File: config.mk
export PLATFORM = sky130hd
export DESIGN_NAME = br_flow_demux_multihot_buffered
export DESIGN_NICKNAME = d
export VERILOG_FILES = /design/src/rtl/br_flow_demux_multihot_buffered.sv
export SDC_FILE = /design/constraint.sdc
export NUM_CORES = 1
export LEC_CHECK = 0
export ABC_AREA = 1
export CAP_MARGIN = 10
export CORE_MARGIN = 4
export CORE_UTILIZATION = 40
export DETAILED_ROUTE_END_ITERATION = 7
export PLACE_DENSITY = 0.72
export RECOVER_POWER = 100
export SYNTH_ARGS = -nofsm -noshare
export SYNTH_HDL_FRONTEND = slang
export SYNTH_SLANG_ARGS = --single-unit
File: constraint.sdc
create_clock -name clk -period 1.65 [get_ports clk]
set_clock_uncertainty 0.15 [all_clocks]
set_input_delay 0.2475 -clock clk [delete_from_list [all_inputs] [get_ports clk]]
set_output_delay 0.2475 -clock clk [all_outputs]
set_load 0.05 [all_outputs]
File: src/rtl/br_flow_demux_multihot_buffered.sv
// Multicast demux: one push beat is copied atomically into every selected
// per-flow FIFO; each flow drains independently from registered outputs.
module br_flow_demux_multihot_buffered #(
    parameter int NumFlows        = 2,
    parameter int Width           = 1,
    parameter int Depth           = 2,
    parameter bit DropEmptySelect = 1
) (
    input  logic                                               clk,
    input  logic                                               rst_n,
    input  logic [NumFlows-1:0]                                multihot_select,
    output logic                                               push_ready,
    input  logic                                               push_valid,
    input  logic [Width-1:0]                                   push_data,
    input  logic [NumFlows-1:0]                                pop_ready,
    output logic [NumFlows-1:0]                                pop_valid,
    output logic [NumFlows-1:0][Width-1:0]                     pop_data,
    output logic [NumFlows-1:0][$clog2(Depth+1)-1:0]           pop_count
);

    localparam int CountWidth = $clog2(Depth + 1);
    localparam int PtrWidth   = (Depth > 1) ? $clog2(Depth) : 1;
    localparam logic [CountWidth-1:0] DepthCount = CountWidth'(Depth);
    localparam logic [PtrWidth-1:0]   LastPtr    = PtrWidth'(Depth - 1);

    if (NumFlows < 2) begin : g_bad_num_flows
        $error("NumFlows must be >= 2");
    end
    if (Width < 1) begin : g_bad_width
        $error("Width must be >= 1");
    end
    if (Depth < 1) begin : g_bad_depth
        $error("Depth must be >= 1");
    end

    logic [NumFlows-1:0] space;
    logic [NumFlows-1:0] wr_en;
    logic [NumFlows-1:0] rd_en;
    logic                push_fire;

    // Ready depends only on select and pop-side state, never on push_valid.
    assign push_ready = &(~multihot_select | space);
    assign push_fire  = push_valid & push_ready;

    for (genvar i = 0; i < NumFlows; i++) begin : g_flow
        logic [Depth-1:0][Width-1:0] mem;
        logic [PtrWidth-1:0]         wr_ptr;
        logic [PtrWidth-1:0]         rd_ptr;
        logic [CountWidth-1:0]       count;

        assign rd_en[i] = pop_valid[i] & pop_ready[i];
        assign space[i] = (count < DepthCount) | rd_en[i];
        assign wr_en[i] = push_fire & multihot_select[i];

        always_ff @(posedge clk or negedge rst_n) begin
            if (!rst_n) begin
                wr_ptr <= '0;
                rd_ptr <= '0;
                count  <= '0;
            end else begin
                if (wr_en[i]) begin
                    wr_ptr <= (wr_ptr == LastPtr) ? '0 : wr_ptr + PtrWidth'(1);
                end
                if (rd_en[i]) begin
                    rd_ptr <= (rd_ptr == LastPtr) ? '0 : rd_ptr + PtrWidth'(1);
                end
                case ({wr_en[i], rd_en[i]})
                    2'b10:   count <= count + CountWidth'(1);
                    2'b01:   count <= count - CountWidth'(1);
                    default: count <= count;
                endcase
            end
        end

        // Storage is deliberately unreset; pop_valid gates its contents.
        always_ff @(posedge clk) begin
            if (wr_en[i]) begin
                mem[wr_ptr] <= push_data;
            end
        end

        assign pop_valid[i] = (count != '0);
        assign pop_data[i]  = mem[rd_ptr];
        assign pop_count[i] = count;

`ifndef SYNTHESIS
        a_pop_hold: assert property (@(posedge clk) disable iff (!rst_n)
            pop_valid[i] && !pop_ready[i]
            |=> pop_valid[i] && $stable(pop_data[i]));
        a_count_max: assert property (@(posedge clk) disable iff (!rst_n)
            count <= DepthCount);
`endif
    end

`ifndef SYNTHESIS
    a_push_stable: assert property (@(posedge clk) disable iff (!rst_n)
        push_valid && !push_ready
        |=> push_valid && $stable(push_data) && $stable(multihot_select));
    a_select_known: assert property (@(posedge clk) disable iff (!rst_n)
        push_valid |-> !$isunknown(multihot_select));
    if (!DropEmptySelect) begin : g_no_empty_select
        a_select_nonzero: assert property (@(posedge clk) disable iff (!rst_n)
            push_valid |-> |multihot_select);
    end
`endif

endmodule

==> impl_metrics.ini, run 1 <==
[drt]
drtIter0Drc = 12
vias = 543
routed_wire_length_per_instance_um = 13.99
drt_pre_antenna_iters = 4
via_per_inst = 4.805
remaining_drc_errors = 0
wl_um = 1581
antenna_violating_nets_post_route = 0

[layout]
n_antenna_cell = 0
area_delta_synth_final_pct = 68.91
mostFrequentLayoutCells = 12 x sky130_fd_sc_hd__inv_1, 12 x sky130_fd_sc_hd__buf_4, 11 x sky130_fd_sc_hd__nand2_1, 7 x sky130_fd_sc_hd__clkbuf_4
layoutNonFillerInstCount = 113
post_route_cells_drive_above_1_share_pct = 43.88
final_nets = 109

[yosys]
mux_cell_area_share_after_synthesis_pct = 0
synth_area_sq_um = 595.6
syn_avg_cell_area_sq_um = 9.606
synth_top_family_by_area = simple AND/OR/NAND/NOR gates
synth-adder-area-share_pct = 4.202
post_synth_and_or_nand_nor_area_fraction_pct = 19.75
post_synth_inst_count = 62
seq_area_frac_synth_pct = 53.78
net_count_after_synthesis = 72
yosysWarningCount = 0
synthDistinctLibCells = 16
ys_ff_latch = 12
synth_compound_gate_area_share_pct = 3.361
synth-xor-area-share_pct = 10.08

[timing]
worst_pin_slew_ns = 0.4119
holdWs_ns = 0.1691
maxClockFrequency_ghz = 0.6234
maxSlewHeadroom_pct = 72.45
final.min_clock_period_ns = 1.604
final_period_utilization_pct = 97.21
final_hold_viol_count = 0
setup_viol = 0
max_slew_violation_count = 0
rsz_0062_raised_after_global_routing = no

[clocking]
clk-insertion-delay-late_ns = 0.29
numClockSinks = 12
tritoncts_buffer_count = 3
ctsHtreeMaxLevel = 1
cts_hold_buf = 0
clk_path_buf_depth = 2
cts_tree = yes
cts.clk_slew.worst_paths_ns = 0.09
ctsRootBufferMaster = sky130_fd_sc_hd__clkbuf_4

[floorplanning]
chipWidth_um = 46.59
boundaryPins = 17
effective_utilization_at_floorplan_pct = 44.11
die_y_um = 46.59
cell_rows = 13
die_area_sq_um = 2170
core_area_sq_um = 1350

[worst_setup_path]
max_stage_delay_ns = 0.45
critical_path_depth = 7
crit_arrival_ns = 1.63
cp-startpoint = g_flow[1].count[1]
cp_top_delay_family = flip-flops
category_of_the_worst_setup_path_launch_point = flop
critPathBufInv = 1
worstRegToRegCells = 7
cp_max_fo = 3
regToRegStartpoint = g_flow[1].count[1]
critical_path_cell_sequence = or2_4, nand2_4, inv_2, ha_4, a21oi_2, o21ai_1, xor2_1
critical_path.reg2reg.endpoint = g_flow[1].count[1]
path_class = flop to flop
crit_required_ns = 1.67
critPathCaptureType = flop
critPathSlowestCell = sky130_fd_sc_hd__dfrtp_2
regToRegSetupSlack_ns = 0.05

[global_routing]
grt_start_max_net_pins = 9
initial_antenna_violation_count = 0
wire_length_of_the_first_global_routing_pass_um = 2249
via_count_of_the_first_global_routing_pass = 514
grt_util_all_layers_pct = 15.72
grt.overflow.total = 0

[placement]
placedCellCount = 106
hpwlAfterDp_um = 969
io_port_bufs = 16
finalWeightedCongestion = 0.7185

[power_and_ir_drop]
pwr-share-seq_pct = 24.6
pwr-share-comb_pct = 63.5
switching_share_pct = 44.81
p_int_uw = 1139
leakagePower_uw = 0.0005166
clock_power_share_pct = 12.0
power.net_switching_uw = 924.8
ir_drop_uv = 1646
power-per-cell-area_nw_per_um2 = 2052

[job]
timing.max_cap.violations = 0

[hold_path]
hold_path.class = primary input to asynchronous set/reset pin

[status]
run_status = complete, no violations
==> metrics by stage <==
step                setup slack [ns]  setup TNS (ns)  total power, uW  utilization, %  cell area [sq um]
finish                       0.04602               0             2064           74.51               1006
global route               0.0003775               0             2176           74.51               1006
CTS                         0.001828               0             2163           76.00               1026
detailed placement           -0.3819          -2.115             1898           72.29              975.9
global placement             -0.3326          -1.675             1874           72.29              975.9
floorplan                    -0.1761         -0.3502             1260               -              634.4
==> synthesized netlist by cell type, drive strengths merged <==
library cell | n | area, sq um
inv | 14 | 52.55
nand2 | 13 | 53.80
dfrtp | 8 | 200.2
edfxtp | 4 | 120.1
nand3 | 4 | 20.02
xor2 | 4 | 42.55
nor2 | 3 | 13.77
a21oi | 2 | 10.01
ha | 2 | 25.02
nand4 | 2 | 12.51
o21ai | 2 | 10.01
or2 | 2 | 17.52
xnor2 | 2 | 17.52
==> per-layer routing <==
| layer | vias to the layer above | global-route usage (%) | routed length (um) | part of all wire, % |
|---|---|---|---|---|
| li1 | 262 | - | - | - |
| met1 | 254 | 18.03 | 608 | 38 |
| met2 | 20 | 25.82 | 818 | 52 |
| met3 | 7 | 3.516 | 110 | 7.0 |
| met4 | 0 | 10.23 | 43 | 2.7 |
| met5 | - | 0 | 0 | 0 |
==> repair_timing <==
action,CTS,global route
resized for setup,1,8
buffers inserted,2,1
setup endpoints to repair,3,6
pin swaps,5,6
==> cells by family (layout without fill, tap and decap cells) <==
group                    after synthesis  in the layout
AO/OA/AOI/OAI                          4              4
XOR/XNOR                               6              6
adder cells (fa/ha/maj)                2              2
buffers and inverters                 14             50
flip-flops                            12             12
AND/OR/NAND/NOR                       24             24
==> worst reg2reg max path: stages, from the launching register on <==
cell	delay [ns]
sky130_fd_sc_hd__dfrtp_2	0.45
sky130_fd_sc_hd__or2_4	0.25
sky130_fd_sc_hd__nand2_4	0.07
sky130_fd_sc_hd__inv_2	0.04
sky130_fd_sc_hd__ha_4	0.21
sky130_fd_sc_hd__a21oi_2	0.10
sky130_fd_sc_hd__o21ai_1	0.08
sky130_fd_sc_hd__xor2_1	0.14
==> how the worst max path moves through the flow <==
stage	end	slack, ns
2_1_floorplan	g_flow[0].count[1]	-0.18
3_3_place_gp	g_flow[0].count[1]	-0.33
3_5_place_dp	g_flow[1].count[1]	-0.38
4_1_cts	push_ready	0.002
5_1_grt	g_flow[1].count[1]	0.0004
6_report	g_flow[1].count[1]	0.05
==> sequential cells by signal, indices dropped and copies added (netlist names) <==
register       cells
g_flow.count       4
g_flow.mem         4
g_flow.rd_ptr      2
g_flow.wr_ptr      2
==> area by class of cell <==
cell class              instances  area, sq um
clock buffers                   4        36.28
inverters                      14        52.55
fillers                        95        344.1
multi-input cells              36        275.3
flip-flops and latches         12        325.3
well taps                      15        18.77
repair buffers                 32        297.8
==> power groups by stage <==
stage	Clock, uW	Combinational (uW)	Sequential, uW
2_1_floorplan	0	564	695
3_5_place_dp	0	1400	501
3_3_place_gp	0	1380	498
6_report	247	1310	507
4_1_cts	249	1420	495
5_1_grt	269	1390	520
(Power assumes the default switching activity.)
==> inputs of run 2 (changes only) <==
--- a/config.mk
+++ b/config.mk
@@ -9,6 +9,7 @@
 export CAP_MARGIN = 10
 export CORE_MARGIN = 4
 export CORE_UTILIZATION = 40
+export CTS_CLUSTER_DIAMETER = 50
 export DETAILED_ROUTE_END_ITERATION = 7
 export PLACE_DENSITY = 0.72
 export RECOVER_POWER = 100
==> results of run 2 <==
Same layout as run 1: the final DEF is identical, and so are final timing and power.
==> inputs of run 3 (changes only) <==
--- a/config.mk
+++ b/config.mk
@@ -11,8 +11,9 @@
 export CORE_UTILIZATION = 40
 export CTS_CLUSTER_DIAMETER = 50
 export DETAILED_ROUTE_END_ITERATION = 7
-export PLACE_DENSITY = 0.72
+export PLACE_DENSITY = 0.69
 export RECOVER_POWER = 100
+export SLEW_MARGIN = 20
 export SYNTH_ARGS = -nofsm -noshare
 export SYNTH_HDL_FRONTEND = slang
 export SYNTH_SLANG_ARGS = --single-unit
==> constraint.sdc (replaced) <==
create_clock -name clk -period 1.9 [get_ports clk]
set_clock_uncertainty 0.15 [all_clocks]
set_input_delay 0.285 -clock clk [delete_from_list [all_inputs] [get_ports clk]]
set_output_delay 0.285 -clock clk [all_outputs]
set_load 0.05 [all_outputs]
==> impl_metrics.ini, run 3 (synthesis results as in run 1) <==
[global_routing]
via_count_of_the_first_global_routing_pass = 414
wire_length_of_the_first_global_routing_pass_um = 1794
grt_start_max_net_pins = 9
initial_antenna_violation_count = 0
grt_util_all_layers_pct = 12.64
grt.overflow.total = 0

[timing]
holdWs_ns = 0.2220
setup_viol = 0
maxSlewHeadroom_pct = 58.99
fin_tns_setup_ns = 0
final_hold_viol_count = 0
final_period_utilization_pct = 93.49
rsz_0062_raised_after_global_routing = no
worst_pin_slew_ns = 0.6178
final.min_clock_period_ns = 1.776
timing.final.ws_setup_ns = 0.1237
max_slew_violation_count = 0
maxClockFrequency_ghz = 0.5630

[floorplanning]
effective_utilization_at_floorplan_pct = 44.11
boundaryPins = 17
core_area_sq_um = 1350
die_area_sq_um = 2170
chipWidth_um = 46.59
cell_rows = 13
die_y_um = 46.59

[placement]
finalWeightedCongestion = 0.6977
io_port_bufs = 16
hpwlAfterDp_um = 885.8
dp_worst_setup_slack_ns = -0.1286

[hold_path]
hold_path.class = primary input to asynchronous set/reset pin

[layout]
final_nets = 98
n_antenna_cell = 0
filler_cell_count = 134
top_regs = g_flow.count x4, g_flow.mem x4
post_route_cells_drive_above_1_share_pct = 23.26
layout_commonest_cell = sky130_fd_sc_hd__inv_1
area_delta_synth_final_pct = 35.50
mostFrequentLayoutCells = 14 x sky130_fd_sc_hd__inv_1, 11 x sky130_fd_sc_hd__nand2_1, 6 x sky130_fd_sc_hd__clkbuf_4, 5 x sky130_fd_sc_hd__clkdlybuf4s50_1

[drt]
drtIter0Drc = 5
routed_wire_length_per_instance_um = 10.80
via_per_inst = 4.386
remaining_drc_errors = 0
vias = 443
antenna_violating_nets_post_route = 0
drt_pre_antenna_iters = 4
wl_um = 1091

[worst_setup_path]
cp_max_fo = 4
critPathCaptureType = flop
critical_path.reg2reg.endpoint = g_flow[1].count[1]
crit_required_ns = 1.90
category_of_the_worst_setup_path_launch_point = flop
worstRegToRegCells = 7
path_class = flop to flop
endpoint = g_flow[1].count[1]
cp-startpoint = g_flow[1].count[1]
regToRegStartpoint = g_flow[1].count[1]
crit_arrival_ns = 1.78
regToRegSetupSlack_ns = 0.12

[clocking]
tritoncts_buffer_count = 3
clk_path_buf_depth = 2
cts_hold_buf = 0
cts.clk_slew.worst_paths_ns = 0.07
numClockSinks = 12
clk-insertion-delay-late_ns = 0.27
post_cts.resized_instances = 0
ctsHtreeMaxLevel = 1
cts_tree = yes
ctsRootBufferMaster = sky130_fd_sc_hd__clkbuf_4
cts_setup_buffers = 0

[job]
timing.max_cap.violations = 0

[power_and_ir_drop]
ir_drop_uv = 1035
leakagePower_uw = 0.0004110
power-per-cell-area_nw_per_um2 = 1699

[status]
run_status = complete, no violations
## run 3: changes by cell type in the layout (fill, tap and decap cells not counted), moves of 3 or more
cell	before	now
sky130_fd_sc_hd__clkbuf_2	1	4
sky130_fd_sc_hd__buf_4	12	2
sky130_fd_sc_hd__buf_12	4	0
sky130_fd_sc_hd__clkdlybuf4s50_1	1	5
## run 3: area by class of cell
class	instances	area, sq um	share of cell area, %
Clock buffer	3	22.52	2.791
Inverter	14	52.55	6.512
Multi-Input combinational cell	36	232.7	28.84
Sequential cell	12	325.3	40.31
Tap cell	15	18.77	2.326
Timing Repair Buffer	21	155.1	19.22
## run 3: stage by stage
stage | area, sq um | util (%) | cells | total power [uW]
final | 807.0 | 59.78 | 101 | 1371
after global routing | 807.0 | 59.78 | 101 | 1462
after CTS | 859.6 | 63.67 | 101 | 1528
after detailed placement | 837.1 | 62.00 | 98 | 1362
after global placement | 837.1 | 62.00 | 98 | 1352
after floorplan | 618.1 | - | 62 | 1071
## run 3: layer usage
layer | track usage [%] | share of wire (%)
met1 | 14.32 | 43
met2 | 19.23 | 51
met3 | 1.563 | 2.8
met4 | 13.64 | 3.8
met5 | 0 | 0
## run 3: worst max-delay path, stage by stage (launching register included)
cell	delay, ns
sky130_fd_sc_hd__dfrtp_2	0.42
sky130_fd_sc_hd__or2_0	0.29
sky130_fd_sc_hd__nand2_4	0.11
sky130_fd_sc_hd__inv_1	0.05
sky130_fd_sc_hd__ha_1	0.28
sky130_fd_sc_hd__a21oi_1	0.10
sky130_fd_sc_hd__o21ai_0	0.11
sky130_fd_sc_hd__xor2_1	0.15
## run 3: how the worst min path moves through the flow
stage               depth (start not counted)                 end  slack, ns             start
floorplan                                   0  g_flow[0].count[0]      -0.16             rst_n
CTS                                         1    g_flow[1].wr_ptr       0.16             rst_n
global route                                1    g_flow[0].rd_ptr       0.24             rst_n
finish                                      1    g_flow[1].wr_ptr       0.22             rst_n
detailed placement                          2    g_flow[0].wr_ptr       0.33  g_flow[0].wr_ptr
global placement                            2    g_flow[0].wr_ptr       0.31  g_flow[0].wr_ptr
## run 3: report_power, final
group / internal, uW / switching [uW] / total [uW]
clock network: 73.3 / 80.8 / 154
registers: 377 / 70.5 / 448
logic: 229 / 540 / 769
